--- config.mk ---
export PLATFORM = sky130hd
export DESIGN_NAME = inst_loader
export DESIGN_NICKNAME = d
export VERILOG_FILES = /design/src/rtl/inst_loader.sv
export SDC_FILE = /design/constraint.sdc
export NUM_CORES = 1
export LEC_CHECK = 0
export CORE_UTILIZATION = 49
export DETAILED_ROUTE_END_ITERATION = 10
export PLACE_DENSITY = 0.79
export SETUP_SLACK_MARGIN = 0.02
export SLEW_MARGIN = 40
export SYNTH_ARGS = -nofsm -noshare
export SYNTH_HDL_FRONTEND = slang
export SYNTH_SLANG_ARGS = --single-unit
--- constraint.sdc ---
create_clock -name clk -period 2.8 [get_ports clk]
set_input_delay 0.56 -clock clk [delete_from_list [all_inputs] [get_ports clk]]
set_output_delay 0.56 -clock clk [all_outputs]
set_load 0.005 [all_outputs]
--- src/rtl/inst_loader.sv ---
// inst_loader: receives a little-endian byte stream and writes it word by word
// into instruction memory while holding the core out of fetch.
`default_nettype none

module inst_loader #(
   parameter int unsigned DEPTH_WORDS = 64
) (
   input  logic        clk,
   input  logic        rst,
   input  logic        start,
   input  logic [7:0]  len_words,
   input  logic        byte_valid,
   input  logic [7:0]  byte_data,
   output logic        byte_ready,
   output logic        we,
   output logic [31:0] waddr,
   output logic [31:0] wdata,
   output logic        cpu_hold,
   output logic        busy,
   output logic        done,
   output logic        err
);

   typedef enum logic [2:0] {
      S_IDLE  = 3'd0,
      S_RECV  = 3'd1,
      S_WRITE = 3'd2,
      S_DONE  = 3'd3,
      S_ERR   = 3'd4
   } state_t;

   state_t      state_q, state_d;
   logic [7:0]  len_q, len_d;
   logic [7:0]  word_cnt_q, word_cnt_d;
   logic [1:0]  byte_cnt_q, byte_cnt_d;
   logic [23:0] buf_q, buf_d;
   logic [31:0] waddr_q, waddr_d;
   logic [31:0] wdata_q, wdata_d;

   always_ff @(posedge clk) begin
      if (rst) begin
         state_q    <= S_IDLE;
         len_q      <= '0;
         word_cnt_q <= '0;
         byte_cnt_q <= '0;
         buf_q      <= '0;
         waddr_q    <= '0;
         wdata_q    <= '0;
      end else begin
         state_q    <= state_d;
         len_q      <= len_d;
         word_cnt_q <= word_cnt_d;
         byte_cnt_q <= byte_cnt_d;
         buf_q      <= buf_d;
         waddr_q    <= waddr_d;
         wdata_q    <= wdata_d;
      end
   end

   always_comb begin
      state_d    = state_q;
      len_d      = len_q;
      word_cnt_d = word_cnt_q;
      byte_cnt_d = byte_cnt_q;
      buf_d      = buf_q;
      waddr_d    = waddr_q;
      wdata_d    = wdata_q;
      case (state_q)
         S_IDLE, S_DONE, S_ERR: begin
            if (start) begin
               if (len_words == 8'd0) begin
                  state_d = S_DONE;
               end else if (32'(len_words) > DEPTH_WORDS) begin
                  state_d = S_ERR;
               end else begin
                  len_d      = len_words;
                  word_cnt_d = '0;
                  byte_cnt_d = '0;
                  state_d    = S_RECV;
               end
            end
         end
         S_RECV: begin
            if (byte_valid) begin
               byte_cnt_d = byte_cnt_q + 2'd1;
               case (byte_cnt_q)
                  2'd0: buf_d[7:0]   = byte_data;
                  2'd1: buf_d[15:8]  = byte_data;
                  2'd2: buf_d[23:16] = byte_data;
                  default: begin
                     // Output registers are loaded only here so they hold between writes.
                     wdata_d = {byte_data, buf_q};
                     waddr_d = {22'd0, word_cnt_q, 2'b00};
                     state_d = S_WRITE;
                  end
               endcase
            end
         end
         S_WRITE: begin
            word_cnt_d = word_cnt_q + 8'd1;
            state_d    = (word_cnt_d == len_q) ? S_DONE : S_RECV;
         end
         default: state_d = S_IDLE;
      endcase
   end

   assign byte_ready = (state_q == S_RECV);
   assign we         = (state_q == S_WRITE);
   assign waddr      = waddr_q;
   assign wdata      = wdata_q;
   assign busy       = (state_q == S_RECV) || (state_q == S_WRITE);
   assign cpu_hold   = (state_q != S_DONE);
   assign done       = (state_q == S_DONE);
   assign err        = (state_q == S_ERR);

endmodule

`default_nettype wire

* Word level (Yosys, flattened, before mapping)
Cells that the tools add are included.
** Word-level totals
- Flip-flop bits (word level) :: 85
- Input bits :: 20
- Output and inout bits :: 70
- Logic and storage cells :: 60
** Operators by class
- $add $sub $neg :: 2
- Order comparisons :: 1
- Equal/unequal tests :: 13
- Multiplexer cells :: 16
- Bitwise logic cells :: 3
- Reduce and logical (&&, ||, !) cells :: 16
** Operators by type and width (number)
- two-way mux 8 bit :: 3
- one-hot mux 8 bit (2 select lines) :: 1
- two-way mux 3 bit :: 5
- AND reduction 3 bit :: 5
- two-way mux 2 bit :: 5
- inequality test 2 bit (second input constant) :: 5
- one-hot mux 3 bit (3 select lines) :: 1
- adder 8 x 1 -> 8 bit (second input constant) :: 1
- equality test 8 bit :: 1
- > comparator 8 x 7 -> 1 bit (second input constant) :: 1
- zero test 8 bit :: 1
- AND reduction 4 bit :: 2
- equality test 3 x 2 -> 1 bit (second input constant) :: 2
- OR reduction 3 bit :: 2
- AND reduction 5 bit :: 1
- one-hot mux 2 bit (2 select lines) :: 1
- nonzero test 2 bit :: 2
- equality test 3 x 1 -> 1 bit (second input constant) :: 1
- equality test 3 bit (second input constant) :: 1
- zero test 3 bit :: 1
- inequality test 3 x 2 -> 1 bit (second input constant) :: 1
- inverter 1 bit :: 3
- adder 2 x 1 -> 2 bit (second input constant) :: 1
- equality test 2 x 1 -> 1 bit (second input constant) :: 1
- other kinds (3) :: 3

* Depth between registers and ports, before layout
- Word-level depth :: 5
- Depth in mapped cells :: 7
- Mapped depth without buffers :: 6

* Worst setup path after synthesis
Ideal clock, no wire load.
- Kind :: in2reg
- Start :: input len_words[0]
- End :: register len_q[0]
- Setup time :: 0.128 ns
- Arrival time :: 2.124 ns
- Data required time :: 2.672 ns
- Slack :: 0.549 ns
- Stages on the path :: 5
- Buffers on the path :: 0
- Cell sequence :: or4_4 -> o21a_1 -> nor4_4 -> mux2i_1 -> nor2_1
** On the way
- Cells in the longest elaborated chain, start to end :: 3
- Elaborated cells on any way between the ends :: 5
- Classes of those cells :: order compare: 1; bitwise: 2; reduce/logical: 2
** Ends and longest elaborated chain
- start: declaration :: line 11 : input logic [7:0] len_words,
- > comparator 8 x 7 -> 1 bit / zero test 8 bit (equally long branches) :: line 73, 71
- inverter 1 bit (no line)
- AND reduction 4 bit (no line)
- end signal: assignment :: line 51 : len_q <= len_d;
- end: declaration :: line 33 : logic [7:0] len_q, len_d;
Parallel ways exist; a longest one is shown, timed or not.
A chain may end at the register's enable or synchronous reset.

* Worst setup path after layout
- Start :: register word_cnt_q[1]
- End :: register state_q[1]
** On the way
- Cells in the longest elaborated chain, start to end :: 4
** Ends and longest elaborated chain
- start: declaration :: line 34 : logic [7:0] word_cnt_q, word_cnt_d;
- start signal: assignment :: line 52 : word_cnt_q <= word_cnt_d;
- adder 8 x 1 -> 8 bit :: line 100 : word_cnt_d = word_cnt_q + 8'd1;
- equality test 8 bit :: line 101 : state_d = (word_cnt_d == len_q) ? S_DONE : S_RECV;
- two-way mux 2 bit :: line 101
- one-hot mux 3 bit (3 select lines) :: line 68 : case (state_q)
- end signal: assignment :: line 50 : state_q <= state_d;
- end: declaration :: line 32 : state_t state_q, state_d;
No other way between the ends.

==> impl_metrics.py <==
metrics = {
    "sta": {
        "worst_pin_slew_ns": 0.726,
        "finalSetupViolations": 0,
        "fin_tns_setup_ns": 0,
        "slew_headroom_pct": 51.6,
        "period_minus_slack_ns": 2.46,
        "fmax_ghz": 0.407,
        "report.final.slew_viol_count": 0,
        "fin_crit_sh_pct": 87.8,
        "hold_viol_final": 0,
        "fin_skew_ns": 0.0144,
        "rsz0062_at_grt": "no",
    },
    "synth": {
        "synth_top_area_share_pct": 45.8,
        "syn_avg_cell_area_um2": 7.96,
        "synth-edff-count": 0,
        "syn_inst": 467,
        "synthesis.area_um2": 3720,
        "synth.largest_area_cell": "dfxtp_1",
        "ys_warn_count": 0,
        "ys_seq_elements": 85,
        "ys.flop_type": "dfxtp_1",
        "synth-async-reset-ratio_pct": 0,
        "yosys-top-cells-area": "dfxtp_1 (46%), nand2_1 (12%), a21oi_1 (9.6%), buf_4 (4.8%), nand3_1 (3.8%)",
        "synth_cell_type_count": 46,
        "yosysSeqAreaShare_pct": 45.8,
    },
    "placed_design": {
        "place_area_um2": 4370,
        "numPlacedInstances": 611,
        "finalWeightedCongestion": 0.914,
        "dpl.hpwl_mm": 5.79,
        "io_buffers": 65,
    },
    "route": {
        "detail-route-antenna-nets": 0,
        "wl_per_cell_um": 13.4,
        "drc": 0,
        "viasPerCell": 5.29,
        "drt_iter0_drc": 191,
        "wl_mm": 8.41,
        "first_pass_iters": 5,
        "vias": 3315,
    },
    "setup_path": {
        "cp.required_ns": 3.10,
        "worstPathCellList": "ha_1 -> nand2_1 -> or3_1 -> o22a_1 -> a2111oi_0 -> o31a_1",
        "r2r_cells": 6,
        "slowest_stage": "a2111oi_0",
        "reg2reg_slack_ns": 0.34,
        "worstPathMaxFanout": 7,
        "startpoint_type": "flip-flop",
        "slowest_delay_ns": 0.65,
        "crit_type": "reg2reg",
        "cp-end-kind": "flip-flop",
        "r2r-end": "state_q[1]",
        "cp.arrival_ns": 2.76,
        "rr_startpoint": "word_cnt_q[1]",
    },
    "clocking": {
        "post-cts-setup-buffers": 0,
        "insertion_delay_ns": 0.36,
        "cts_made_buffers": 9,
        "cts_tree": "yes",
        "cts_resized": 0,
        "cts_num_sinks": 85,
        "clk_path_buf_depth": 2,
        "htreeDepth": 3,
        "clkTransAtPathRegs_ns": 0.09,
        "root_buffer": "clkbuf_8",
        "cts_hold_buf": 0,
    },
    "grt": {
        "grt_antenna_before_repair": 0,
        "grt_pass1_wl_mm": 13.5,
        "grt_pass1_vias": 2912,
        "grt_overflow": 0,
        "grt_use_total_pct": 22.2,
        "grt_max_degree": 51,
    },
    "pwr": {
        "cellPowerDensity_nw_per_um2": 510,
        "ir_worst_vdd_mv": 0.301,
        "p_leak_uw": 0.00154,
        "finalPower_uw": 2340,
    },
    "hold_path": {
        "hp-start": "buf_q[11]",
        "holdPathEnd": "wdata[11]",
        "min_path_cells": 2,
        "hold_path_class": "reg2reg",
    },
    "floorplan": {
        "dieWidth_um": 89.1,
        "die_h_um": 89.1,
        "dieArea_um2": 7940,
        "fp-row-count": 31,
        "ioPinCount": 90,
        "core_area_um2": 7290,
        "start_util_pct": 51.0,
    },
    "final_layout": {
        "fin_area_um2": 4580,
        "nets": 548,
        "drive_gt1_share_pct": 6.06,
        "syn_to_final_growth_pct": 23.2,
        "diodes": 0,
        "final_cells": 627,
    },
    "flow_run": {
        "maxCapViolCount": 0,
    },
    "outcome": {
        "status": "completed",
    },
}
-- logic make-up (layout without fill, tap and decap cells) --
group	Yosys count	in the layout	synth area share (%)
other cells	1	24	0.101
xor+xnor	8	8	1.88
mux	8	8	2.15
compound gates	106	106	16.5
fa+ha+maj	5	5	1.68
flops	85	85	45.8
simple gates	197	197	23.7
buf+inv	57	95	8.24
-- cell usage in the layout (no fill, tap or decap), types with 4 or more instances in the layout --
cell type,count
clkbuf_8,9
o21ai_0,7
clkdlybuf4s50_1,64
xnor2_1,4
a311oi_1,5
buf_4,8
dfxtp_1,85
nand2b_1,6
ha_1,5
nor2_1,22
nand2_1,117
a21oi_1,71
inv_1,5
a31oi_1,6
mux2i_1,8
xor2_1,4
conb_1,24
nand3_1,28
-- critical path: cells and delay by family (launching register included) --
family,cells,cell delay (ns)
AOI/OAI and AO/OA,3,1.07
adders and majority gates,1,0.33
DFF,1,0.43
and+or+nand+nor,2,0.58
-- stage by stage --
step           hold WS (ns)  util, %  setup WS (ns)
3_5_place_dp          0.446     59.9          0.117
6_report              0.443     62.8          0.341
2_1_floorplan         0.432        -          0.549
4_1_cts               0.449     62.8          0.355
3_3_place_gp          0.442     59.9          0.186
5_1_grt               0.471     62.8          0.260
-- worst max-delay path by stage --
stage | startpoint | to | slack (ns) | cells past startpoint
floorplan | len_words[0] | len_q[0] | 0.55 | 5
global placement | len_words[0] | word_cnt_q[4] | 0.19 | 6
detailed placement | len_words[0] | word_cnt_q[4] | 0.12 | 6
global route | word_cnt_q[1] | state_q[1] | 0.26 | 6
finish | word_cnt_q[1] | state_q[1] | 0.34 | 6
CTS | state_q[1] | busy | 0.35 | 4
-- state kept, by name, summed over array words and instances (netlist names) --
signal and cells:
word_cnt_q 8, waddr 8, buf_q 24, byte_cnt_q 2, state_q 3, wdata 32
len_q 8
-- power breakdown --
group / switching [uW] / internal, uW / leakage, uW
clock network: 438 / 503 / 0.000110
registers: 12.6 / 1220 / 0.000685
logic: 93.1 / 70.6 / 0.000749
total: 543 / 1790 / 0.00154
-- Yosys cell counts (3+ instances only) --
master / instances
a21oi_1: 71
a311oi_1: 5
a31oi_1: 6
buf_4: 24
clkbuf_1: 25
dfxtp_1: 85
ha_1: 5
inv_1: 5
mux2i_1: 8
nand2_1: 117
nand2b_1: 6
nand3_1: 28
nor2_1: 22
nor3_1: 3
nor3b_1: 3
o21ai_0: 7
or2_2: 3
or3_1: 3
xnor2_1: 4
xor2_1: 4
-- final cells by class --
| class | count | area, um2 |
|---|---|---|
| Tap cell | 99 | 124 |
| Fill cell | 644 | 2710 |
| Clock buffer | 10 | 128 |
| Timing Repair Buffer | 74 | 726 |
| Clock inverter | 6 | 87.6 |
| Sequential cell | 85 | 1700 |
| Inverter | 5 | 18.8 |
| Multi-Input combinational cell | 348 | 1800 |
-- per-layer routing --
| metal | track usage [%] | wire length (um) | part of all wire, % |
|---|---|---|---|
| met5 | 0 | 0 | 0 |
| met1 | 29.5 | 3830 | 46 |
| met2 | 36.2 | 4110 | 49 |
| met3 | 3.32 | 335 | 4.0 |
| met4 | 9.24 | 132 | 1.6 |
(Power assumes the default switching activity.)
==> edit 1: new RTL, config.mk and constraints unchanged <==
`waddr_q` no longer has a reset.
--- a/src/rtl/inst_loader.sv
+++ b/src/rtl/inst_loader.sv
@@ -45,5 +45,4 @@
          byte_cnt_q <= '0;
          buf_q      <= '0;
-         waddr_q    <= '0;
          wdata_q    <= '0;
       end else begin
@@ -53,7 +52,10 @@
          byte_cnt_q <= byte_cnt_d;
          buf_q      <= buf_d;
-         waddr_q    <= waddr_d;
          wdata_q    <= wdata_d;
       end
+   end
+
+   always_ff @(posedge clk) begin
+      waddr_q <= waddr_d;
    end
 
Function: same outputs for any inputs over 4 cycles, from zero or initial values and one cycle with rst high; that may be too few to reach the edited logic, so the function may still have changed.
==> edit 1 against the unedited design <==
- sequential cell count unchanged
- combinational power about the same
- die area decreased by 1.6%
- setup slack got worse by 0.21 ns
- global-route usage decreased by 1.9 points
- routed wire length decreased by 6.6%
- power decreased by 3.8%
- via count decreased by 5.6%
- worst hold slack improved by 0.0088 ns
- count of clock-buffer cells in the layout unchanged
- synthesized cell count decreased by 5.4%
- cell area decreased by 1.9%
- area after synthesis decreased by 1.6%
- largest cell class is now sequential cells
- largest power group unchanged
==> edit 1: results <==
export IMPL_status="complete, no violations"
export IMPL_drt_iter0_drc=176
export IMPL_wl_per_cell_um=13.0
export IMPL_cts_reportedPaths_clkPinSlew_ns=0.10
export IMPL_cts_resized=0
export IMPL_synth_area_top_cells="dfxtp_1 (42%), nand2_1 (10%), a21oi_1 (8.9%)"
export IMPL_globalplace_congestion=0.878
export IMPL_antenna_cells=0
export IMPL_vias=3128
export IMPL_slew_headroom=0.621
export IMPL_ir_drop_mv=0.271
export IMPL_grt_util_all_layers=0.203
export IMPL_synthTopCellsByCount="nand2_1 (102), dfxtp_1 (77), a21oi_1 (65)"
export IMPL_grt_start_max_net_pins=60
export IMPL_placed_cells=590
export IMPL_dp_final_hpwl_um=5570
export IMPL_first_pass_iters=4
export IMPL_place_ws_ns=-0.0643
export IMPL_antenna_found_initial=0
export IMPL_p_leak_nw=1.58
export IMPL_routed_via_density=5.16
export IMPL_place_area_sq_mm=0.00431
export IMPL_final_nets=527
export IMPL_postSynthAreaPerCell_sq_um=8.27
export IMPL_synth_edf_count=8
export IMPL_crit_fanout=15
export IMPL_critPathSlowestCell="dfxtp_1"
export IMPL_critPathMaxStageDelay_ns=0.59
export IMPL_fin_worst_skew_ns=0.0113
export IMPL_largest_register_ffs=32
export IMPL_grt_pass1_vias=2596
export IMPL_synth_yosys_seq_area_share=0.487
export IMPL_cp_top_family="buffers and inverters"
export IMPL_p_sw_frac=0.258
export IMPL_layout_drive_gt1_share=0.0552
export IMPL_clk_path_buf_depth=2
export IMPL_arrival_ns=2.11
export IMPL_grt_pass1_wl_um=12300
export IMPL_synth_distinct_cells=42
[edit 1: cell types whose count changed after synthesis, sizes merged, moves of 4 or more]
cell	change
clkbuf	-5
dfxtp	-8
edfxtp	+8
a311oi	-5
a21oi	-6
nand2	-15
o21ai	+7
a31oi	-4
[edit 1: layout make-up]
type                       instances  area (sq um)
inverter                           8          30.0
sequential                        85          1780
multi-input combinational        325          1670
fill                             634          2720
timing repair buffer              73           706
tap                               99           124
clock buffer                      10           138
clock inverter                     6          51.3
[edit 1: worst reg2reg max path, stage by stage (launching register included)]
cell and delay, ns:
dfxtp_1 0.59, or3b_2 0.52, inv_1 0.13, and4_1 0.19
o2111ai_1 0.15, o31ai_1 0.28
[edit 1: cell families (layout without fill, tap and decap cells)]
| family | Yosys count | in the layout | share of synthesized area |
|---|---|---|---|
| buffers and inverters | 55 | 97 | 0.0811 |
| muxes | 7 | 7 | 0.0192 |
| adders and majority gates | 5 | 5 | 0.0171 |
| xor gates and xnor gates | 10 | 10 | 0.0239 |
| other | 1 | 24 | 0.00103 |
| and+or+nand+nor | 181 | 181 | 0.220 |
| AOI/OAI and AO/OA | 98 | 98 | 0.151 |
| DFF | 85 | 85 | 0.487 |
[edit 1: final timing paths]
check	from	to	slack [ns]	depth (start not counted)
max	state_q[1]	we	0.13	3
min reg2reg	buf_q[14]	wdata[14]	0.45	2
min	buf_q[14]	wdata[14]	0.45	2
max reg2reg	state_q[1]	state_q[1]	0.85	5
[edit 1: metrics by stage]
stage | TNS, ns | hold slack, ns
3_5_place_dp | -0.149 | 0.444
5_1_grt | 0 | 0.476
3_3_place_gp | 0 | 0.438
4_1_cts | 0 | 0.458
2_1_floorplan | 0 | 0.432
6_report | 0 | 0.451
[edit 1: power groups by stage]
| stage | Combinational [mW] | Clock (mW) | Sequential, mW |
|---|---|---|---|
| 2_1_floorplan | 0.125 | 0 | 1.27 |
| 3_3_place_gp | 0.160 | 0 | 1.28 |
| 3_5_place_dp | 0.162 | 0 | 1.28 |
| 4_1_cts | 0.163 | 0.841 | 1.25 |
| 5_1_grt | 0.181 | 0.889 | 1.26 |
| 6_report | 0.164 | 0.831 | 1.25 |
[edit 1: layer usage]
layer  up-vias  part of all wire  wire [um]  global-route usage
li1       1579                 -          -                   -
met5         -                 0          0                   0
met3        20             0.048        379              0.0299
met2        96              0.46       3620               0.317
met1      1433              0.47       3680               0.275
met4         0             0.023        183               0.101
==> edit 2: new RTL, config.mk and constraints unchanged <==
Made on the original files. The parameter `DEPTH_WORDS` goes from 64 to 48.
--- a/src/rtl/inst_loader.sv
+++ b/src/rtl/inst_loader.sv
@@ -4,5 +4,5 @@
 
 module inst_loader #(
-   parameter int unsigned DEPTH_WORDS = 64
+   parameter int unsigned DEPTH_WORDS = 48
 ) (
    input  logic        clk,
Check against the original RTL: not equivalent (Yosys sat finds a counterexample within 4 cycles, from zero or initial values and one cycle with rst high).
==> edit 2 against the unedited design <==
- power down 6.1%
- setup slack worse by 0.027 ns
- cell area down 0.25%
- global-route usage up 0.33 points
- area after synthesis down 0.20%
- worst hold slack better by 0.0036 ns
- sequential cell count unchanged
- synthesized cell count up 1.9%
- routed wire length down 1.0%
- critical endpoint is now word_cnt_q[1]
==> edit 2: results <==
export IMPL_grt_pass1_wl_um=13800
export IMPL_synth_compound_area_frac=0.174
export IMPL_grt_util_all_layers=0.225
export IMPL_ir_drop_mv=0.233
export IMPL_synth_distinct_cells=40
export IMPL_crit_reg2reg_launch="word_cnt_q[2]"
export IMPL_whs_ns=0.446
export IMPL_worst_pin_slew_ns=0.550
export IMPL_hp_class="flop to flop"
export IMPL_drt_iter0_drc=182
export IMPL_yosysWarnings=0
export IMPL_grt_start_max_net_pins=86
export IMPL_p_leak_nw=1.54
export IMPL_wl_per_cell_um=13.1
export IMPL_crit_fanout=8
export IMPL_hp_start="buf_q[22]"
export IMPL_vias=3323
export IMPL_critPathMaxStageDelay_ns=0.57
export IMPL_grt_pass1_vias=2981
export IMPL_synth_area_mux_share=0.0189
export IMPL_ff2ff_setup_slack_ns=0.53
export IMPL_fin_worst_skew_ns=0.0127
export IMPL_layout_drive_gt1_share=0.0616
export IMPL_synth_area_top_cells="dfxtp_1 (46%), nand2_1 (12%), a21oi_1 (10%)"
export IMPL_synth_adder_area_share=0.0169
export IMPL_hold_end="wdata[22]"
export IMPL_synthXorXnorAreaFrac=0.0165
export IMPL_worstHoldPathCells=2
export IMPL_arrival_ns=2.73
export IMPL_dp_final_hpwl_um=5620
export IMPL_first_pass_iters=4
export IMPL_synthTopCellsByCount="nand2_1 (119), dfxtp_1 (85), a21oi_1 (76)"
export IMPL_clk_path_buf_depth=2
export IMPL_status="complete, no violations"
export IMPL_final_nets=556
export IMPL_globalplace_congestion=0.860
export IMPL_synth_yosys_seq_area_share=0.459
==> edit 2: cell types whose count changed after synthesis, sizes merged, moves of 3 or more <==
cell / change
a211oi: +3
a21oi: +5
clkbuf: +4
inv: +4
nand2b: -4
nor2: +3
nor3: +3
o21ai: +5
or2: -3
==> edit 2: how the worst max path moves through the flow <==
stage / from / end / slack [ns]
6_report: len_words[0] / word_cnt_q[1] / 0.31
5_1_grt: state_q[1] / we / 0.24
4_1_cts: state_q[1] / we / 0.34
3_5_place_dp: len_words[0] / word_cnt_q[1] / -0.04
3_3_place_gp: len_words[0] / word_cnt_q[1] / 0.008
2_1_floorplan: len_words[0] / word_cnt_q[1] / 0.49
==> edit 2: cell type report <==
type,count,area (sq um)
clock buffers,9,124
clock inverters,7,63.8
repair buffers,75,746
flip-flops and latches,85,1700
well taps,99,124
fillers,664,2720
multi-input cells,351,1780
inverters,9,33.8
==> edit 2: power breakdown <==
group	internal (mW)	total, mW	switching, mW
sequential	1.21	1.22	0.00720
combinational	0.0582	0.135	0.0772
clock	0.342	0.836	0.494
==> edit 2: routing by layer <==
metal / global-route usage / share of wire
met3: 0.0508 / 0.054
met2: 0.350 / 0.47
met4: 0.0880 / 0.012
met5: 0 / 0
met1: 0.306 / 0.46
==> edit 2: tightest hold or removal path, stage by stage, from the launching register on <==
cell and delay, ns:
dfxtp_1 0.32, nand2_1 0.05, a21oi_1 0.05
==> edit 2: metrics by stage <==
| step | setup slack [ns] | area [sq um] | std cells |
|---|---|---|---|
| CTS | 0.336 | 4570 | 635 |
| global placement | 0.00779 | 4380 | 619 |
| finish | 0.314 | 4570 | 635 |
| global route | 0.241 | 4570 | 635 |
| detailed placement | -0.0444 | 4380 | 619 |
| floorplan | 0.487 | 3800 | 499 |
